**src/rtl/tetris_vga_render.sv**
```systemverilog
// 640x480@60 VGA renderer for a 12x20 Tetris playfield snapshot (20x20 px cells, white border).
// Define TETRIS_GRID_EN to draw dim grid lines through clear cells.
module tetris_vga_render (
    input  logic         clk,
    input  logic         rst,
    input  logic [239:0] data,
    output logic [3:0]   red,
    output logic [3:0]   green,
    output logic [3:0]   blue,
    output logic         hsync,
    output logic         vsync,
    output logic         frame_tick
);

    logic         phase_r;
    logic         pix_en_s;
    logic [9:0]   hcnt_r;
    logic [9:0]   vcnt_r;
    logic [4:0]   hsub_r;
    logic [3:0]   hcell_r;
    logic [4:0]   vsub_r;
    logic [4:0]   vcell_r;
    logic [239:0] snap_r;
    logic         snap_now_s;
    logic         in_pf_s;
    logic         in_box_s;
    logic         visible_s;
    logic         hsync_s;
    logic         vsync_s;
    logic [7:0]   bit_idx_s;
    logic         cell_on_s;
    logic [11:0]  rgb_s;

    assign pix_en_s   = phase_r;
    assign snap_now_s = pix_en_s && (hcnt_r == 10'd0) && (vcnt_r == 10'd480);
    assign visible_s  = (hcnt_r < 10'd640) && (vcnt_r < 10'd480);
    assign in_pf_s    = (hcnt_r >= 10'd200) && (hcnt_r <= 10'd439) &&
                        (vcnt_r >= 10'd40)  && (vcnt_r <= 10'd439);
    assign in_box_s   = (hcnt_r >= 10'd196) && (hcnt_r <= 10'd443) &&
                        (vcnt_r >= 10'd36)  && (vcnt_r <= 10'd443);
    assign hsync_s    = !((hcnt_r >= 10'd656) && (hcnt_r <= 10'd751));
    assign vsync_s    = !((vcnt_r >= 10'd490) && (vcnt_r <= 10'd491));
    // row*12 + (11-col); leftmost screen column is the MSB of each row
    assign bit_idx_s  = {vcell_r, 3'b000} + {1'b0, vcell_r, 2'b00} + (8'd11 - {4'b0000, hcell_r});
    assign cell_on_s  = snap_r[bit_idx_s];

    // Pixel-enable phase: every other clk is a 25 MHz pixel slot
    always_ff @(posedge clk or negedge rst) begin
        if (!rst) begin
            phase_r <= 1'b0;
        end else begin
            phase_r <= ~phase_r;
        end
    end

    // Horizontal/vertical raster counters
    always_ff @(posedge clk or negedge rst) begin
        if (!rst) begin
            hcnt_r <= 10'd0;
            vcnt_r <= 10'd0;
        end else if (pix_en_s) begin
            if (hcnt_r == 10'd799) begin
                hcnt_r <= 10'd0;
                if (vcnt_r == 10'd524) begin
                    vcnt_r <= 10'd0;
                end else begin
                    vcnt_r <= vcnt_r + 10'd1;
                end
            end else begin
                hcnt_r <= hcnt_r + 10'd1;
            end
        end
    end

    // Cell/sub-pixel counters re-aligned one step before the playfield edge; only meaningful inside it
    always_ff @(posedge clk or negedge rst) begin
        if (!rst) begin
            hsub_r  <= 5'd0;
            hcell_r <= 4'd0;
            vsub_r  <= 5'd0;
            vcell_r <= 5'd0;
        end else if (pix_en_s) begin
            if (hcnt_r == 10'd199) begin
                hsub_r  <= 5'd0;
                hcell_r <= 4'd0;
            end else if (hsub_r == 5'd19) begin
                hsub_r  <= 5'd0;
                hcell_r <= hcell_r + 4'd1;
            end else begin
                hsub_r  <= hsub_r + 5'd1;
            end
            if (hcnt_r == 10'd799) begin
                if (vcnt_r == 10'd39) begin
                    vsub_r  <= 5'd0;
                    vcell_r <= 5'd0;
                end else if (vsub_r == 5'd19) begin
                    vsub_r  <= 5'd0;
                    vcell_r <= vcell_r + 5'd1;
                end else begin
                    vsub_r  <= vsub_r + 5'd1;
                end
            end
        end
    end

    // Frame snapshot taken at the start of vertical blanking so the visible frame never tears
    always_ff @(posedge clk or negedge rst) begin
        if (!rst) begin
            snap_r     <= 240'd0;
            frame_tick <= 1'b0;
        end else begin
            frame_tick <= snap_now_s;
            if (snap_now_s) begin
                snap_r <= data;
            end
        end
    end

    // Colour selection for the current raster position
    always_comb begin
        rgb_s = 12'h000;
        if (!visible_s) begin
            rgb_s = 12'h000;
        end else if (in_pf_s) begin
            if (cell_on_s) begin
                rgb_s = 12'h0FF;
            end else begin
`ifdef TETRIS_GRID_EN
                if ((hsub_r == 5'd0) || (vsub_r == 5'd0)) begin
                    rgb_s = 12'h333;
                end else begin
                    rgb_s = 12'h000;
                end
`else
                rgb_s = 12'h000;
`endif
            end
        end else if (in_box_s) begin
            rgb_s = 12'hFFF;
        end else begin
            rgb_s = 12'h000;
        end
    end

    // Output stage: colour and sync registered together so they stay aligned
    always_ff @(posedge clk or negedge rst) begin
        if (!rst) begin
            red   <= 4'h0;
            green <= 4'h0;
            blue  <= 4'h0;
            hsync <= 1'b1;
            vsync <= 1'b1;
        end else if (pix_en_s) begin
            red   <= rgb_s[11:8];
            green <= rgb_s[7:4];
            blue  <= rgb_s[3:0];
            hsync <= hsync_s;
            vsync <= vsync_s;
        end
    end

endmodule

```
**config.mk**
```make
export PLATFORM = sky130hd
export DESIGN_NAME = tetris_vga_render
export DESIGN_NICKNAME = d
export VERILOG_FILES = /design/src/rtl/tetris_vga_render.sv
export SDC_FILE = /design/constraint.sdc
export NUM_CORES = 1
export LEC_CHECK = 0
export CORE_MARGIN = 1.5
export CORE_UTILIZATION = 35
export DETAILED_ROUTE_END_ITERATION = 10
export PLACE_DENSITY = 0.55
export SETUP_SLACK_MARGIN = 0.5
export SYNTH_ARGS = -nofsm -noshare
export SYNTH_HDL_FRONTEND = slang
export SYNTH_SLANG_ARGS = --single-unit
```
**constraint.sdc**
```tcl
create_clock -name clk -period 8.4 [get_ports clk]
set_input_delay 2.1 -clock clk [delete_from_list [all_inputs] [get_ports clk]]
set_output_delay 2.1 -clock clk [all_outputs]
set_load 0.005 [all_outputs]
```
[Word level (Yosys, flattened, before mapping)]
Index checks and enable logic that the tools add are counted.
W data, S select, Z words.
Storage, ports and cells
  flip-flop bits (word level): 295
  input port bits: 242
  output and inout bits: 15
  logic and storage cells: 81
Operators by class
  $add $sub $neg: 9
  order comparisons: 15
  eq/ne operators: 7
  mux-type cells: 16
  bitwise gates (word level): 1
  reduce and logical (&&, ||, !) cells: 19
Operator list (number)
  $le A10 B9 Y1 const B: 5
  $mux W12: 3
  $mux W5: 6
  $add A10 B1 Y10 const B: 2
  $eq A10 B10 Y1 const B: 2
  $ge A10 B6 Y1 const B: 2
  $ge A10 B8 Y1 const B: 2
  $mux W10: 2
  $add A5 B1 Y5 const B: 3
  $logic_and A1 B1 Y1: 11
  $eq A10 B6 Y1 const B: 1
  $eq A10 B8 Y1 const B: 1
  $eq A10 B9 Y1 const B: 1
  $eq A5 B5 Y1 const B: 2
  $ge A10 B10 Y1 const B: 1
  $ge A10 B9 Y1 const B: 1
  $le A10 B10 Y1 const B: 1
  $logic_not A10 Y1: 1
  $lt A10 B10 Y1 const B: 1
  $lt A10 B9 Y1 const B: 1
  $lt A8 B9 Y1 const B: 1
  $add A8 B7 Y8: 1
  $add A8 B8 Y8: 1
  $bmux W1 S8: 1
  10 further kinds: 14

[Logic depth before layout (Yosys ltp)]
Gate-level depths: netlist of run 1.
  depth after elaboration: 7
  mapped depth: 15
  gate-level depth less buffers: 13

[Worst setup path before layout of run 1]
Ideal clock, no wire load.
  path type: register -> register
  start: register hcell_r[2]
  end: register green[2]
  library setup time: 0.069 ns
  data arrival time: 3.443 ns
  data required time: 8.331 ns
  slack: 4.888 ns
  stages on the path, launching flop included: 16
  path buffers: 2
  clock period less this slack: 3.512 ns
  path through: dfrtp_1 -> ha_1 -> inv_1 -> fa_1 -> ha_1 -> inv_1 -> fa_1 -> clkbuf_8 -> inv_1 -> clkbuf_1 -> o31ai_1 -> a211o_1 -> o311ai_0 -> a21oi_1 -> a2111o_1 -> nand3_1
Between the ends
  cells in the longest elaborated chain, start to end: 7
RTL lines
  start, declared: RTL line 20  | logic [3:0] hcell_r;
  start signal, assigned: RTL line 88  | hcell_r <= hcell_r + 4'd1;
  $sub A4 B4 Y5: RTL line 44  | assign bit_idx_s = {vcell_r, 3'b000} + {1'b0, vcell_r, 2'b00} + (8'd11 - {4'b0000, hcell_r});
  $add A8 B8 Y8: RTL line 44
  $bmux W1 S8: RTL line 45  | assign cell_on_s = snap_r[bit_idx_s];
  $mux W1 (implied by the code): RTL line 45
  $mux W8: RTL line 125  | if (cell_on_s) begin
  $mux W12: RTL line 124  | end else if (in_pf_s) begin
  $mux W12: RTL line 122  | if (!visible_s) begin
  end signal, assigned: RTL line 155  | green <= rgb_s[7:4];
  end, declared: RTL line 8  | output logic [3:0] green,
Every way passes these cells. The select of a mux whose other input is x is not followed.
A chain may end at the register's enable or synchronous reset.

[Worst setup path in the final report of run 1]
Ends and elaborated chain as after synthesis.

==> results of run 1 <==
path summary, 6_finish.rpt:
kind                                to  cells past startpoint
min in group asynchronous  snap_r[211]                      1
setup / recovery              green[2]                     13
hold / removal              snap_r[62]                      2
max in group asynchronous  snap_r[192]                      2
setup reg to reg              green[2]                     13
hold reg to reg             snap_r[62]                      2
flip-flops by register name (all words and copies together), names as in the netlist:
name and count:
green 1, hcnt_r 10, phase_r 1, hcell_r 4, vsub_r 5, hsub_r 5, vsync 1, snap_r 240
red 1, vcnt_r 10, hsync 1, vcell_r 5, frame_tick 1
placed cells by master, fill, tap and decap left out, drive strengths merged, types with 9 or more instances in the layout:
master,netlist,routed
o22ai,9,9
nor4,9,9
dfrtp,283,283
o21ai,25,25
o31ai,9,9
ha,17,17
clkbuf,53,43
clkdlybuf4s50,0,255
xnor2,13,13
mux4,51,51
nand3,20,20
a21oi,15,15
nor3,13,13
nor2,24,24
clkinv,0,11
nand2,764,764
o221ai,13,13
mux2i,34,34
buf,48,9
inv,23,23
cells in the mapped netlist, drive strengths merged (4+ instances only):
library cell  count  area share (%)
xor2              7            0.43
or3               5            0.22
mux4             51             9.1
nor2             24            0.64
clkbuf           53             1.8
nand3            20            0.71
buf              48             2.6
and3              5            0.22
ha               17             1.5
xnor2            13            0.81
o22ai             9            0.40
o21ai            25            0.97
o31ai             9            0.48
inv              23            0.61
nand2b            4            0.18
or4               4            0.27
o221ai           13            0.81
nor4              9            0.61
a31oi             6            0.27
nand2           764              20
nor3             13            0.46
a21oi            15            0.53
nand4             7            0.31
dfrtp           283              50
mux2i            34             2.4
fa                6            0.85
cell type report:
class	count	area, um2
Clock buffer	43	906
Clock inverter	17	243
Fill cell	3852	21800
Inverter	23	86.3
Multi-Input combinational cell	1094	6300
Sequential cell	285	7140
Antenna cell	1	2.50
Tap cell	525	657
Timing Repair Buffer	264	2640
worst max-delay path, delay by kind of cell (launching register included):
kind            cells  cell delay (ps)
buf+inv             3              460
fa+ha+maj           4             1660
compound gates      5             1270
simple gates        1               90
flops               1              430
stage by stage:
step / worst slack [ps] / power, W / hold WS, ps / area (um2) / instances
detailed placement: 4450 / 0.00155 / 447 / 16800 / 2191
floorplan: 4890 / 0.00140 / 430 / 14100 / 1503
CTS: 4380 / 0.00307 / 460 / 18000 / 2251
global placement: 4530 / 0.00155 / 442 / 16800 / 2191
global route: 4140 / 0.00314 / 476 / 18000 / 2252
finish: 4410 / 0.00304 / 454 / 18000 / 2252
power groups by stage:
stage	Combinational, W	Clock (W)	Sequential (W)
2_1_floorplan	0.00000127	0	0.00140
3_3_place_gp	0.000156	0	0.00140
3_5_place_dp	0.000155	0	0.00140
4_1_cts	0.000156	0.00154	0.00137
5_1_grt	0.000164	0.00160	0.00137
6_report	0.000152	0.00151	0.00137
per-layer routing:
layer	GRT usage (%)	vias to the layer above	wire, um
li1	-	5349	-
met1	26.7	5422	17600
met2	31.3	296	18600
met3	3.24	45	2170
met4	4.58	0	772
met5	0	-	0
logic make-up (layout without fill, tap and decap cells):
kind of cell | after synthesis | after routing | synth area share [%]
compound gates | 101 | 101 | 4.87
xor+xnor | 20 | 20 | 1.24
fa+ha+maj | 23 | 23 | 2.36
buf+inv | 124 | 347 | 5.00
flops | 285 | 285 | 50.5
mux | 87 | 87 | 11.6
other cells | 0 | 1 | 0
simple gates | 863 | 863 | 24.4
==> out/qor.yml, run 1 <==
hold_path:
  min_path_type: "flip-flop to flip-flop"
  min-delay-start: "snap_r[62]"
sta:
  period_share_pct: 47.6
  worst_pin_slew_ps: 1180
  period_needed_ps: 4000
  slew_violations: 0
  setup_tns_ps: 0
  slew_headroom_pct: 20.8
  hold_viol_final: 0
  rsz0062_at_grt: "no"
  fin_skew_ps: 25.5
  setup_viol: 0
  fmax_mhz: 250
critical_path:
  crit_fanout: 14
  cp-start-kind: "flip-flop"
  crit_arrival_ps: 4430
  required_ps: 8840
  crit_chain: "ha_1 > inv_1 > fa_1 > ha_1 > inv_1 > fa_1 > inv_1 > o221ai_1 > a21boi_0 > o311ai_0 > a21oi_1 > a2111o_1 > nand3_1"
  max_stage_delay_ps: 720
  critPathKind: "flip-flop to flip-flop"
  timing.rr.start: "hcell_r[2]"
  critPathLaunch: "hcell_r[2]"
  crit_slowest_cell: "fa_1"
  crit_top_cell: "inv_1"
  r2r_slack_ps: 4410
  critPathCaptureType: "flip-flop"
drt:
  drt_iter0_markers: 678
  routedWlPerCell_um: 17.4
  ant_nets: 0
  via_count: 11112
  wl_um: 39200
  via_per_inst: 4.93
  drt_pre_antenna_iters: 5
  route.detailed.drc: 0
global_route:
  grt-ovfl-total: 0
  grt_usage_pct: 19.2
  grt_pass1_vias: 11420
  grt_antenna_before_repair: 1
  grt_first_pass_wirelength_um: 62500
  grt_max_degree: 165
clocking:
  cts_tree: "done"
  cts_max_path_buffers: 3
  post-cts-setup-buffers: 0
  htreeDepth: 2
  clockRootBuffer: "clkbuf_16"
  cts_buffers: 35
  cts_hold_buf: 0
  path_clk_slew_ps: 60
  ctsResizeCount: 0
  cts.sinks: 285
  clk_latency_ps: 520
pwr:
  switchingPower_w: 0.000638
  clockPowerShare_pct: 49.8
  p_int_w: 0.00240
  switching_share_pct: 21.0
  combPwrFrac_pct: 5.0
  p_per_area_mw_per_mm2: 169
  seqPwrFrac_pct: 45.2
  peakVddDrop_mv: 0.102
  leakage_nw: 7.63
placement:
  io_buffers: 256
  hpwl_um: 27500
  place_congestion: 0.833
yosys:
  synth_cell_types: 61
  syn_inst: 1503
  yosys_warnings: 0
  ys_seq_elements: 285
  synth_flop_cell: "dfrtp_1"
  yosysSeqAreaShare_pct: 50.5
  syn_area_mm2: 0.0141
  syn_nets: 1768
  synth_edf_count: 0
  synthArstFlopShare_pct: 100
  synth_area_per_cell_um2: 9.40
floorplanning:
  dieArea_mm2: 0.0416
  die_h_um: 204
  start_util_pct: 35.6
  rows: 73
  die_x_um: 204
  num_io_pins: 257
  fp.coreArea_mm2: 0.0397
cells_and_area:
  drive_gt1_share_pct: 5.39
  layout.nets: 1968
  flow.area_growth_from_synthesis_pct: 27.3
  utilization_pct: 45.2
flow_run:
  max-cap-violations: 0
outcome:
  status: "complete, no violations"
Power figures use the tool's default switching activity.
==> run 2, diff against run 1 <==
--- a/config.mk
+++ b/config.mk
@@ -8,7 +8,7 @@
 export CORE_MARGIN = 1.5
 export CORE_UTILIZATION = 35
 export DETAILED_ROUTE_END_ITERATION = 10
-export PLACE_DENSITY = 0.55
+export PLACE_DENSITY = 0.57
 export SETUP_SLACK_MARGIN = 0.5
 export SYNTH_ARGS = -nofsm -noshare
 export SYNTH_HDL_FRONTEND = slang
==> constraint.sdc (replaced) <==
create_clock -name clk -period 3.2 [get_ports clk]
set_input_delay 0.8 -clock clk [delete_from_list [all_inputs] [get_ports clk]]
set_output_delay 0.8 -clock clk [all_outputs]
set_load 0.005 [all_outputs]
==> out/qor.yml, run 2 (same netlist as run 1, synthesis figures left out) <==
critical_path:
  crit_slowest_cell: "fa_2"
  required_ps: 3630
  crit_arrival_ps: 3880
  crit_chain: "ha_1 > inv_1 > fa_1 > ha_2 > inv_2 > fa_2 > clkinvlp_4 > buf_6 > mux2i_1 > a211o_1 > o311ai_0 > a21oi_1 > a2111o_1 > nand3_1"
  path_buf_inv: 4
  critPathKind: "flip-flop to flip-flop"
  critical-path-top-delay-family: "adder cells"
  critPathCaptureType: "flip-flop"
  max_stage_delay_ps: 560
  cp-start-kind: "flip-flop"
  crit_fanout: 6
drt:
  dr_wl_met3_um: 1830
  wl_met2_um: 18900
  drt_iter0_markers: 691
  drt_pre_antenna_iters: 5
  via_per_inst: 4.85
  wl_um: 38900
  ant_nets: 0
  highest_layer: "met4"
  route.detailed.drc: 0
  routedWlPerCell_um: 16.9
  via_count: 11161
  m1WireLength_um: 17500
pwr:
  switchingPower_w: 0.00162
  seqPwrFrac_pct: 44.8
  switching_share_pct: 20.1
  peakVddDrop_mv: 0.292
  p_per_area_mw_per_mm2: 433
  leakage_nw: 7.96
  p_total_w: 0.00804
  clockPowerShare_pct: 50.0
  p_int_w: 0.00642
  combPwrFrac_pct: 5.2
cells_and_area:
  top_register: "snap_r"
  layout.nets: 2018
  flow.area_growth_from_synthesis_pct: 31.5
  final_common_cell: "nand2_1"
  layout_common_cells: "762 x nand2_1, 281 x dfrtp_1, 255 x clkdlybuf4s50_1, 45 x buf_4"
  largest_register_ffs: 240
  n_antenna_cell: 0
  top_regs: "snap_r x240, hcnt_r x10, vcnt_r x10"
  fillCellCount: 3821
  utilization_pct: 46.8
  drive_gt1_share_pct: 8.72
outcome:
  violations: "negative setup slack"
  status: "complete, but fails checks"
sta:
  fin_ws_ps: -256
  slew_violations: 0
  worst_pin_slew_ps: 682
  fmax_mhz: 289
  period_share_pct: 108
  slew_headroom_pct: 54.1
  setup_viol: 1
  fin_skew_ps: 26.2
  hold_viol_final: 0
  setup_tns_ps: -256
  rsz0062_at_grt: "yes"
  period_needed_ps: 3460
global_route:
  grt_max_degree: 121
  grt-ovfl-total: 0
  grt_antenna_before_repair: 0
  grt_usage_pct: 19.1
  grt_first_pass_wirelength_um: 62100
  grt_pass1_vias: 11475
placement:
  place_congestion: 0.814
  io_buffers: 256
  hpwl_um: 29100
clocking:
  cts_max_path_buffers: 3
  clk_latency_ps: 510
  cts.sinks: 285
  clockRootBuffer: "clkbuf_16"
  htreeDepth: 2
  cts_hold_buf: 0
  cts_tree: "done"
  path_clk_slew_ps: 60
  cts_buffers: 34
hold_path:
  min_path_type: "primary input to async pin"
floorplanning:
  die_h_um: 204
  rows: 73
  dieArea_mm2: 0.0416
  start_util_pct: 35.6
  die_x_um: 204
  num_io_pins: 257
  fp.coreArea_mm2: 0.0397
flow_run:
  max-cap-violations: 0
-- run 2: cell types whose count changed in the layout (fill, tap and decap cells not counted), sizes merged --
cell / delta
buf: +51
diode: -1
clkbuf: +4
clkinv: -4
-- run 2: worst paths after layout --
path / from / to / slack, ps / depth (start not counted)
max: hcell_r[3] / green[2] / -260 / 14
min: rst / snap_r[226] / 250 / 1
max reg2reg: hcell_r[3] / green[2] / -260 / 14
min reg2reg: snap_r[203] / snap_r[203] / 460 / 2
max in group asynchronous: rst / snap_r[60] / 2100 / 3
min in group clk: snap_r[203] / snap_r[203] / 460 / 2
-- run 2: what timing repair did --
action,4_1_cts,5_1_grt
endpoints found under the setup margin,1,1
pin swaps,0,4
gates resized for setup,2,7
buffers inserted,0,1
-- run 2: power by group through the flow --
stage | registers (W) | logic [W] | clock network (W)
final | 0.00361 | 0.000415 | 0.00402
after global routing | 0.00360 | 0.000446 | 0.00428
after CTS | 0.00360 | 0.000425 | 0.00411
after detailed placement | 0.00367 | 0.000423 | 0
after global placement | 0.00367 | 0.000425 | 0
after floorplan | 0.00367 | 0.00000333 | 0
-- run 2: through the flow --
step | setup slack (ps) | hold WS, ps | instances | area (um2)
global placement | -276 | 442 | 2241 | 17400
CTS | -272 | 265 | 2301 | 18500
finish | -256 | 249 | 2302 | 18600
floorplan | -158 | 430 | 1503 | 14200
global route | -376 | 279 | 2302 | 18600
detailed placement | -284 | 448 | 2241 | 17400
-- run 2: layout make-up --
cell class	instances	area (um2)	area share [%]
Clock inverter	13	194	1.04
Timing Repair Buffer	315	3170	17.1
Multi-Input combinational cell	1094	6350	34.2
Sequential cell	285	7140	38.4
Clock buffer	47	981	5.28
Tap cell	525	657	3.54
Inverter	23	90.1	0.485
-- run 2: metal layers --
metal	GRT usage, %	vias to the layer above
li1	-	5473
met1	26.0	5392
met2	31.9	253
met3	3.28	43
met4	4.21	0
met5	0	-
